--- config.mk ---
export PLATFORM = sky130hd
export DESIGN_NAME = fxp_div_param_flat
export DESIGN_NICKNAME = d
export VERILOG_FILES = /design/src/rtl/fxp_div_pkg.sv /design/src/rtl/fxp_div_if.sv /design/src/rtl/fxp_div_ctrl.sv /design/src/rtl/fxp_div_param.sv /design/src/flat_wrapper.sv
export SDC_FILE = /design/constraint.sdc
export NUM_CORES = 1
export LEC_CHECK = 0
export BUFFER_PORTS_ARGS = -buffer_cell sky130_fd_sc_hd__buf_2
export CAP_MARGIN = 10
export CORE_MARGIN = 10
export CORE_UTILIZATION = 39
export DETAILED_ROUTE_END_ITERATION = 10
export GPL_TIMING_DRIVEN = 0
export PLACE_DENSITY_LB_ADDON = 0.05
export SYNTH_ARGS = -nofsm -noshare
export SYNTH_HDL_FRONTEND = slang
export SYNTH_SLANG_ARGS = --single-unit
--- constraint.sdc ---
create_clock -name clk -period 3.1 [get_ports clk]
set_clock_uncertainty 0.15 [all_clocks]
set_input_delay 0.465 -clock clk [delete_from_list [all_inputs] [get_ports clk]]
set_output_delay 0.465 -clock clk [all_outputs]
set_load 0.02 [all_outputs]
--- src/rtl/fxp_div_pkg.sv ---
// fxp_div_pkg -- shared types and constants for the fixed-point divider.
//   state_e   : controller states (IDLE/LOAD/ITER/DONE)
//   DEF_WIDTH : default operand width
//   DEF_FRAC  : default fractional bits
//   cnt_width : iteration counter width, clog2(WIDTH+FRAC)
package fxp_div_pkg;

  typedef enum logic [1:0] {
    S_IDLE = 2'b00,
    S_LOAD = 2'b01,
    S_ITER = 2'b10,
    S_DONE = 2'b11
  } state_e;

  localparam int DEF_WIDTH = 16;
  localparam int DEF_FRAC  = 8;

  function automatic int cnt_width(input int width, input int frac);
    return ((width + frac) <= 2) ? 1 : $clog2(width + frac);
  endfunction

endpackage

--- src/rtl/fxp_div_if.sv ---
// fxp_div_if -- request/result bundle of the fixed-point divider.
//   master : drives start, a, b; observes q, valid, busy, dvz, ovf
//   slave  : the divider side
interface fxp_div_if #(parameter int WIDTH = fxp_div_pkg::DEF_WIDTH);
  logic             start;
  logic [WIDTH-1:0] a;
  logic [WIDTH-1:0] b;
  logic [WIDTH-1:0] q;
  logic             valid;
  logic             busy;
  logic             dvz;
  logic             ovf;

  modport master (output start, a, b, input q, valid, busy, dvz, ovf);
  modport slave  (input start, a, b, output q, valid, busy, dvz, ovf);
endinterface

--- src/rtl/fxp_div_ctrl.sv ---
// fxp_div_ctrl -- sequencing FSM of the divider.
//   clk, sclr : clock, synchronous active-high reset
//   start_i   : division request (acted on only in IDLE)
//   bzero_i   : captured divisor is zero
//   abort_i   : overflow seen in the current iteration, finish early
//   load_o    : LOAD state strobe
//   shift_o   : ITER state strobe (one quotient bit per cycle)
//   done_o    : DONE state strobe
//   busy_o    : LOAD or ITER
//   cnt_o     : iteration counter, equals the index of the bit being produced
module fxp_div_ctrl
  import fxp_div_pkg::*;
#(
  parameter int WIDTH = DEF_WIDTH,
  parameter int FRAC  = DEF_FRAC,
  parameter int CW    = cnt_width(WIDTH, FRAC)
) (
  input  logic          clk,
  input  logic          sclr,
  input  logic          start_i,
  input  logic          bzero_i,
  input  logic          abort_i,
  output logic          load_o,
  output logic          shift_o,
  output logic          done_o,
  output logic          busy_o,
  output logic [CW-1:0] cnt_o
);
  localparam int N = WIDTH + FRAC;

  state_e        state_q, state_d;
  logic [CW-1:0] cnt_q, cnt_d;

  always_ff @(posedge clk) begin
    if (sclr) begin
      state_q <= S_IDLE;
      cnt_q   <= '0;
    end else begin
      state_q <= state_d;
      cnt_q   <= cnt_d;
    end
  end

  always_comb begin
    state_d = state_q;
    cnt_d   = cnt_q;
    case (state_q)
      S_IDLE: if (start_i) state_d = S_LOAD;
      S_LOAD: begin
        if (bzero_i) state_d = S_DONE;
        else begin
          state_d = S_ITER;
          cnt_d   = CW'(N - 1);
        end
      end
      S_ITER: begin
        if (cnt_q == '0 || abort_i) state_d = S_DONE;
        else                        cnt_d   = cnt_q - CW'(1);
      end
      S_DONE:  state_d = S_IDLE;
      default: state_d = S_IDLE;
    endcase
  end

  assign load_o  = (state_q == S_LOAD);
  assign shift_o = (state_q == S_ITER);
  assign done_o  = (state_q == S_DONE);
  assign busy_o  = load_o | shift_o;
  assign cnt_o   = cnt_q;
endmodule

--- src/rtl/fxp_div_param.sv ---
// fxp_div_param -- iterative restoring divider, Q = (a << FRAC) / b,
// truncated toward zero, one quotient bit per cycle, MSB first.
//   clk, sclr : clock, synchronous active-high reset
//   bus       : fxp_div_if.slave (start, a, b in; q, valid, busy, dvz, ovf out)
// Build option: define FXP_DIV_SIGNED_EN for two's-complement operands
// (magnitudes are divided, sign applied on completion, signed saturation).
module fxp_div_param
  import fxp_div_pkg::*;
#(
  parameter int WIDTH = DEF_WIDTH,
  parameter int FRAC  = DEF_FRAC
) (
  input  logic   clk,
  input  logic   sclr,
  fxp_div_if.slave bus
);
  localparam int N  = WIDTH + FRAC;
  localparam int CW = cnt_width(WIDTH, FRAC);

  logic          load, shift, done, busy, accept;
  logic [CW-1:0] cnt;

  logic [WIDTH-1:0] a_q, b_q, q_q;
  logic [WIDTH:0]   rem_q;
  logic [N-1:0]     dvd_q;
  logic [WIDTH-2:0] quo_q;
  logic             dvz_q, ovf_q;

  logic [WIDTH-1:0] a_in, b_in;
  logic [WIDTH+1:0] shifted, trial;
  logic             qbit, ovf_hit, fin, big, fin_ovf;
  logic [WIDTH-1:0] mag, res, sat, fin_q;

`ifdef FXP_DIV_SIGNED_EN
  logic sign_q;
  assign a_in = bus.a[WIDTH-1] ? -bus.a : bus.a;
  assign b_in = bus.b[WIDTH-1] ? -bus.b : bus.b;
`else
  assign a_in = bus.a;
  assign b_in = bus.b;
`endif

  // Controller only listens to start while idle, so accept mirrors that.
  assign accept = bus.start & ~busy & ~done;

  fxp_div_ctrl #(.WIDTH(WIDTH), .FRAC(FRAC), .CW(CW)) u_ctrl (
    .clk     (clk),
    .sclr    (sclr),
    .start_i (bus.start),
    .bzero_i (b_q == '0),
    .abort_i (ovf_hit),
    .load_o  (load),
    .shift_o (shift),
    .done_o  (done),
    .busy_o  (busy),
    .cnt_o   (cnt)
  );

  // Trial subtraction one bit wider than the remainder: the top bit of
  // trial is the borrow, so a clear borrow means the quotient bit is 1.
  assign shifted = {rem_q, dvd_q[N-1]};
  assign trial   = shifted - {2'b00, b_q};
  assign qbit    = ~trial[WIDTH+1];

  // The counter holds the index of the bit being produced; indices at or
  // above WIDTH cannot be represented in the result.
  assign ovf_hit = shift & qbit & (int'(cnt) >= WIDTH);
  assign fin     = shift & ((cnt == '0) | ovf_hit);
  assign mag     = {quo_q, qbit};

  always_comb begin
    big = 1'b0;
    res = mag;
    sat = '1;
`ifdef FXP_DIV_SIGNED_EN
    sat = sign_q ? {1'b1, {(WIDTH-1){1'b0}}} : {1'b0, {(WIDTH-1){1'b1}}};
    // Magnitude fits in WIDTH bits but may still exceed the signed range.
    big = mag[WIDTH-1] & (~sign_q | (mag[WIDTH-2:0] != '0));
    res = sign_q ? -mag : mag;
`endif
    fin_ovf = ovf_hit | big;
    fin_q   = fin_ovf ? sat : res;
  end

  always_ff @(posedge clk) begin
    if (sclr) begin
      a_q   <= '0;
      b_q   <= '0;
      q_q   <= '0;
      rem_q <= '0;
      dvd_q <= '0;
      quo_q <= '0;
      dvz_q <= 1'b0;
      ovf_q <= 1'b0;
`ifdef FXP_DIV_SIGNED_EN
      sign_q <= 1'b0;
`endif
    end else begin
      if (accept) begin
        a_q   <= a_in;
        b_q   <= b_in;
        q_q   <= '0;
        dvz_q <= 1'b0;
        ovf_q <= 1'b0;
`ifdef FXP_DIV_SIGNED_EN
        sign_q <= bus.a[WIDTH-1] ^ bus.b[WIDTH-1];
`endif
      end
      if (load) begin
        rem_q <= '0;
        dvd_q <= N'(a_q) << FRAC;
        quo_q <= '0;
        if (b_q == '0) dvz_q <= 1'b1;
      end
      if (shift) begin
        rem_q <= qbit ? trial[WIDTH:0] : shifted[WIDTH:0];
        dvd_q <= dvd_q << 1;
        quo_q <= {quo_q[WIDTH-3:0], qbit};
        if (fin) begin
          q_q   <= fin_q;
          ovf_q <= fin_ovf;
        end
      end
    end
  end

  assign bus.q     = q_q;
  assign bus.valid = done;
  assign bus.busy  = busy;
  assign bus.dvz   = dvz_q;
  assign bus.ovf   = ovf_q;
endmodule

--- src/flat_wrapper.sv ---
// flat-port wrapper written by rule: the top's interface ports become plain ports
module fxp_div_param_flat import fxp_div_pkg::*;
#(
  parameter int WIDTH = DEF_WIDTH,
  parameter int FRAC  = DEF_FRAC
)
  (clk, sclr, bus_start, bus_a, bus_b, bus_q, bus_valid, bus_busy, bus_dvz, bus_ovf);
  fxp_div_if #(.WIDTH(WIDTH)) bus_i ();
  input  logic clk;
  input  logic sclr;
  input wire logic [$bits(bus_i.start)-1:0] bus_start;
  input wire logic [$bits(bus_i.a)-1:0] bus_a;
  input wire logic [$bits(bus_i.b)-1:0] bus_b;
  output wire logic [$bits(bus_i.q)-1:0] bus_q;
  output wire logic [$bits(bus_i.valid)-1:0] bus_valid;
  output wire logic [$bits(bus_i.busy)-1:0] bus_busy;
  output wire logic [$bits(bus_i.dvz)-1:0] bus_dvz;
  output wire logic [$bits(bus_i.ovf)-1:0] bus_ovf;
  assign bus_i.start = bus_start;
  assign bus_i.a = bus_a;
  assign bus_i.b = bus_b;
  assign bus_q = bus_i.q;
  assign bus_valid = bus_i.valid;
  assign bus_busy = bus_i.busy;
  assign bus_dvz = bus_i.dvz;
  assign bus_ovf = bus_i.ovf;
  fxp_div_param #(.WIDTH(WIDTH), .FRAC(FRAC)) u_core (.clk(clk), .sclr(sclr), .bus(bus_i));
endmodule
# == Word-level counts from Yosys, hierarchy flattened ==
# Index checks and enable logic that the tools add are counted.
# W data, S select, Z words.
# totals
register_bits,112
# classes
magnitude_cmp,1
addsub,2
muxes,24
n_reduce_logical,7
n_bitwise,10
n_eq_ne,7
# op_table
cell,n
$mux W16,4
$mux W17,3
$mux W24,2
$mux W15,2
$sub A18 B16 Y18,1
$logic_not A16 Y1,1
$mux W5,2
$pmux W5 S2,1
$ne A2 B2 Y1 const B,4
$pmux W2 S4,1
$mux W1,7
$and A1 B1 Y1,5
$ge A5 B5 Y1 const B,1
$logic_not A5 Y1,1
$sub A5 B1 Y5 const B,1
$eq A2 B2 Y1 const B,2
$mux W2,2
$not A1 Y1,3
$reduce_and A3 Y1,1
$eq A2 B1 Y1 const B,1
$logic_not A2 Y1,1
$or A1 B1 Y1,2
$reduce_and A2 Y1,1
$reduce_bool A2 Y1,1
$logic_or A1 B1 Y1,1

# == Longest topological paths before layout ==
# depth
depth_word,8
mapped_depth,12

# == Modules after synthesis ==
# A second synthesis with hierarchy kept.
# hier_totals
cells_unflattened,634
hier_area_um2,5245.0
# modules_own_cells
module,seq_area_each_um2,n_inst,cells_per_inst,area_per_inst_um2
fxp_div_param,1961.9,1,582,4764.6
fxp_div_ctrl,140.1,1,52,480.5

# == Worst setup path after synthesis ==
# No wires, ideal clock.
# synth_path
kind,reg2reg
from,register u_core.b_q[1]
to,"register u_core.u_ctrl.cnt_q[3], in the netlist u_core.u_ctrl.cnt_o[3]"
synth_period_minus_slack_ps,2800
t_arrival_ps,2575
path_buffers,1
path_slack_ps,300
setup_time_ps,74
stages_incl_launch_ff,12
required_ps,2876
cell_sequence,dfxtp_1 > inv_1 > ha_1 > nor2b_1 > o2111ai_1 > a2111oi_4 > nand4bb_4 > and3_1 > buf_4 > o31ai_4 > or4_1 > a31oi_1
# synth_via
elab_chain_len,7
elab_cells_between_ends,9
# synth_rtl
item,line,source
start: declaration,fxp_div_param.sv:23,"logic [WIDTH-1:0] a_q, b_q, q_q;"
start signal: assignment,fxp_div_param.sv:101,b_q <= b_in;
$sub A18 B16 Y18,fxp_div_param.sv:62,"assign trial = shifted - {2'b00, b_q};"
$not A1 Y1,fxp_div_param.sv:63,assign qbit = ~trial[WIDTH+1];
$and A1 B1 Y1 (2 in a row),fxp_div_param.sv:67,assign ovf_hit = shift & qbit & (int'(cnt) >= WIDTH);
$logic_or A1 B1 Y1,fxp_div_ctrl.sv:57,if (cnt_q == '0 || abort_i) state_d = S_DONE;
$ne A2 B2 Y1 (no source line),--,
$reduce_and A3 Y1 (no source line) *,--,
end signal: assignment,fxp_div_ctrl.sv:40,cnt_q <= cnt_d;
end: declaration,fxp_div_ctrl.sv:32,"logic [CW-1:0] cnt_q, cnt_d;"
# Every way passes the cells marked *; elsewhere a longest branch is shown, timed or not.
# A chain may end at the register's enable or synchronous reset.

# == Final worst setup path ==
# layout_path
from,register u_core.b_q[1]
to,"register u_core.u_ctrl.cnt_q[2], in the netlist u_core.u_ctrl.cnt_o[2]"
# Same word-level chain as after synthesis.

==> metrics.md <==
| Metric | Value |
|---|---|
| Outcome | `finished, final reports clean` |
| Met2 Wirelength | `5840 um` |
| Total GRT Usage | `14.3%` |
| Initial antenna violation count | `0` |
| Detail Placement HPWL | `9680 um` |
| Syn Nets | `680` |
| # rows | `41` |
| FF+latch count, synth | `105` |
| Drc violations | `0` |
| Post-DR wirelength/cell | `14.8 um` |
| First-pass GRT wire length | `21600 um` |
| ANT cells | `0` |
| Reg2reg path depth | `12` |
| I/O pin cnt | `55` |
| Final RePlAce weighted congestion | `0.843` |
| Max Transition Viols Final | `0` |
| Root buf cell | `clkbuf_16` |
| P&R area growth vs syn | `18.3%` |
| F_max | `345 MHz` |
| Worst slew pin tran | `0.799 ns` |
| Cell Area, Placed | `5640 um^2` |
| Area of the die | `18200 um^2` |
| Wl on met1 | `6370 um` |
| Initial core utilization | `40.4%` |
| Critical Path End Type | `flop` |
| Most common flop cell mapped by yosys | `dfxtp_1` |
| Slew margin rel. | `46.6%` |
| Final WL | `12900 um` |
| Post-Layout Inst Area | `6100 um^2` |
| Req. time, crit path | `3.17 ns` |
| Worst r2r src | `u_core.b_q[1]` |
| Synth Area in Simple Gates | `20.3%` |
| Core area | `12800 um^2` |
| Vias in the first global route | `4483` |
| Clk buf depth | `2` |
| Worst-Skew Late Latency | `0.35 ns` |
| Post-synth ARST share | `0%` |
| MaxCap Viol Count | `0` |
| Cells after DPL | `846` |
| Synth Area in Adders | `5.97%` |
| Initial DRC Count | `150` |
| DR top layer | `met4` |
| Fin crit period | `2.90 ns` |
| Yosys warning count | `0` |
| Cts hold-fix bufs | `0` |
| Chip width | `135 um` |
| Number of CTS-inserted buffers | `9` |
| TritonCTS clock tree | `yes` |
| CP startpoint | `u_core.b_q[1]` |
| Fin nets | `750` |
| Worst vdd ir | `0.000419 V` |
| Fin crit share | `93.5%` |
| Reg-to-Reg End | `u_core.u_ctrl.cnt_o[2]` |
| Die Height | `135 um` |
| Crit start category | `flop` |
| Layout cells sized above 1 | `14.1%` |
| Crit Path Class | `flop to flop` |
| Avg Inst Size Synth | `8.30 um^2` |
| Reg-to-reg slack, setup | `0.20 ns` |
| Pwr Density | `1040 nW/um^2` |
| Mapped Cells | `621` |
| Final setup fails | `0` |
| Post-synthesis cell area | `5160 um^2` |
| Post-DRT Antenna Nets | `0` |
| Largest family of logic cells by synthesized area | `simple AND/OR/NAND/NOR gates` |
| Clock transition at path regs | `0.07 ns` |
| Lkg Pwr | `2.34 nW` |
| Overall power | `6.34 mW` |
| Xor-xnor portion of the synthesized cell area | `2.38%` |
| Post-synth EDFFs | `0` |
| Largest fanout on the critical path | `4` |
| PortBufs | `53` |
| Setup TNS | `0 ns` |
| Worst Path Arrival | `2.97 ns` |
| Post-Layout Cell Count | `868` |
| Post-synthesis mux area share | `5.82%` |
| Hold path cells | `3` |
| Layout Utilization | `47.7%` |
| FILL cells | `1316` |
| Largest net degree at the start of global routing | `18` |
| Hold/Removal Path Class | `input port to flop` |
| Netlist cell types | `53` |
| H-Tree Depth | `3` |
| Vias per cell | `5.13` |
| Routed wl met3 | `492 um` |
| Overflow after GRT | `0` |
| Routed via count | `4449` |
| CP endpoint | `u_core.u_ctrl.cnt_o[2]` |
| Drt first pass iters | `4` |
| Most common cell after layout, fill and taps aside | `nand2_1` |
| Hold Vio Cnt, Final | `0` |
| Register area share after synthesis | `40.8%` |
| Synth Area in Compound Gates | `19.8%` |
| Number of clock sinks | `105` |
| Most frequent cells in the layout | `nand2_1 (105), dfxtp_1 (103), a21oi_1 (61)` |
critical path: stages, from the launching register on:
cell and delay, ns:
dfxtp_2 0.36, inv_1 0.05, ha_1 0.27, nor2b_4 0.17, o2111ai_4 0.15, a2111oi_4 0.34
nand4bb_4 0.24, and3_1 0.17, buf_4 0.16, o31ai_4 0.08, buf_4 0.16, o311ai_0 0.40
a21oi_1 0.07
power breakdown:
group | leakage (nW) | switching, mW | internal [mW] | total [mW]
clock network | 0.162 | 0.521 | 0.789 | 1.31
logic | 1.32 | 1.93 | 1.31 | 3.25
registers | 0.856 | 0.163 | 1.61 | 1.78
final cells by class:
class | count | area (um^2) | area share (%)
Clock buffer | 9 | 225 | 3.69
Clock inverter | 7 | 119 | 1.95
Inverter | 29 | 109 | 1.78
Multi-Input combinational cell | 450 | 2870 | 47.0
Sequential cell | 105 | 2100 | 34.5
Buffer | 37 | 150 | 2.46
Tap cell | 172 | 215 | 3.53
Timing Repair Buffer | 59 | 308 | 5.05
cells in the mapped netlist, types with 3 or more instances:
cell / instances / share of area [%]
o31ai_1: 5 / 0.73
ha_1: 23 / 5.6
nor2_1: 48 / 3.5
a31oi_1: 5 / 0.61
or4_1: 3 / 0.44
nand2b_1: 20 / 2.4
nor4_1: 3 / 0.36
xor2_1: 4 / 0.68
nand2_1: 105 / 7.6
nand3_1: 24 / 2.3
dfxtp_1: 105 / 41
a21oi_1: 63 / 6.1
a21o_1: 6 / 0.87
xnor2_1: 10 / 1.7
a211oi_1: 31 / 4.5
nor3_1: 4 / 0.39
o211ai_1: 4 / 0.58
o21a_1: 5 / 0.73
and3_1: 3 / 0.36
clkbuf_1: 32 / 2.3
o21ai_0: 17 / 1.7
mux2i_1: 30 / 5.8
inv_1: 29 / 2.1
worst min path at each step:
stage	from	end	slack, ns
2_1_floorplan	u_core.a_q[10]	u_core.a_q[10]	0.29
3_3_place_gp	u_core.a_q[15]	u_core.a_q[15]	0.29
3_5_place_dp	u_core.a_q[10]	u_core.a_q[10]	0.30
4_1_cts	bus_a[13]	u_core.a_q[13]	0.19
5_1_grt	bus_a[13]	u_core.a_q[13]	0.19
6_report	bus_a[13]	u_core.a_q[13]	0.19
stage by stage:
stage               hold slack, ns  setup slack [ns]
finish                       0.193             0.202
global route                 0.193           -0.0166
CTS                          0.186            0.0206
detailed placement           0.298           -0.0876
global placement             0.293           -0.0419
floorplan                    0.286             0.300
timing repair:
| action | 4_1_cts | 5_1_grt |
|---|---|---|
| pin swaps | 3 | 5 |
| hold endpoints to repair | 0 | 0 |
| setup endpoints to repair | 22 | 27 |
| cloned | 0 | 0 |
| buffers inserted | 3 | 2 |
| resized for setup | 2 | 14 |
flip-flops by register name, summed over array words and instances, names as in the netlist:
signal	cells
u_core.b_q	16
u_core.rem_q	17
u_core.a_q	16
u_core.dvd_q	16
u_core.u_ctrl.cnt_o	5
u_core.bus.ovf	1
u_core.bus.q	16
u_core.bus.dvz	1
u_core.u_ctrl.state_q	2
u_core.quo_q	15
kinds of logic after synthesis:
| logic type | count (synthesis) |
|---|---|
| flops | 105 |
| fa+ha+maj | 24 |
| mux | 30 |
| simple gates | 227 |
| buf+inv | 66 |
| xor+xnor | 14 |
| compound gates | 155 |
per-layer routing:
layer,vias to the layer above,global-route usage (%)
met5,-,0
met4,0,5.20
met3,13,2.45
met2,69,23.1
met1,2076,18.8
li1,2291,-
Note: power is estimated with default switching activity, not from simulation.
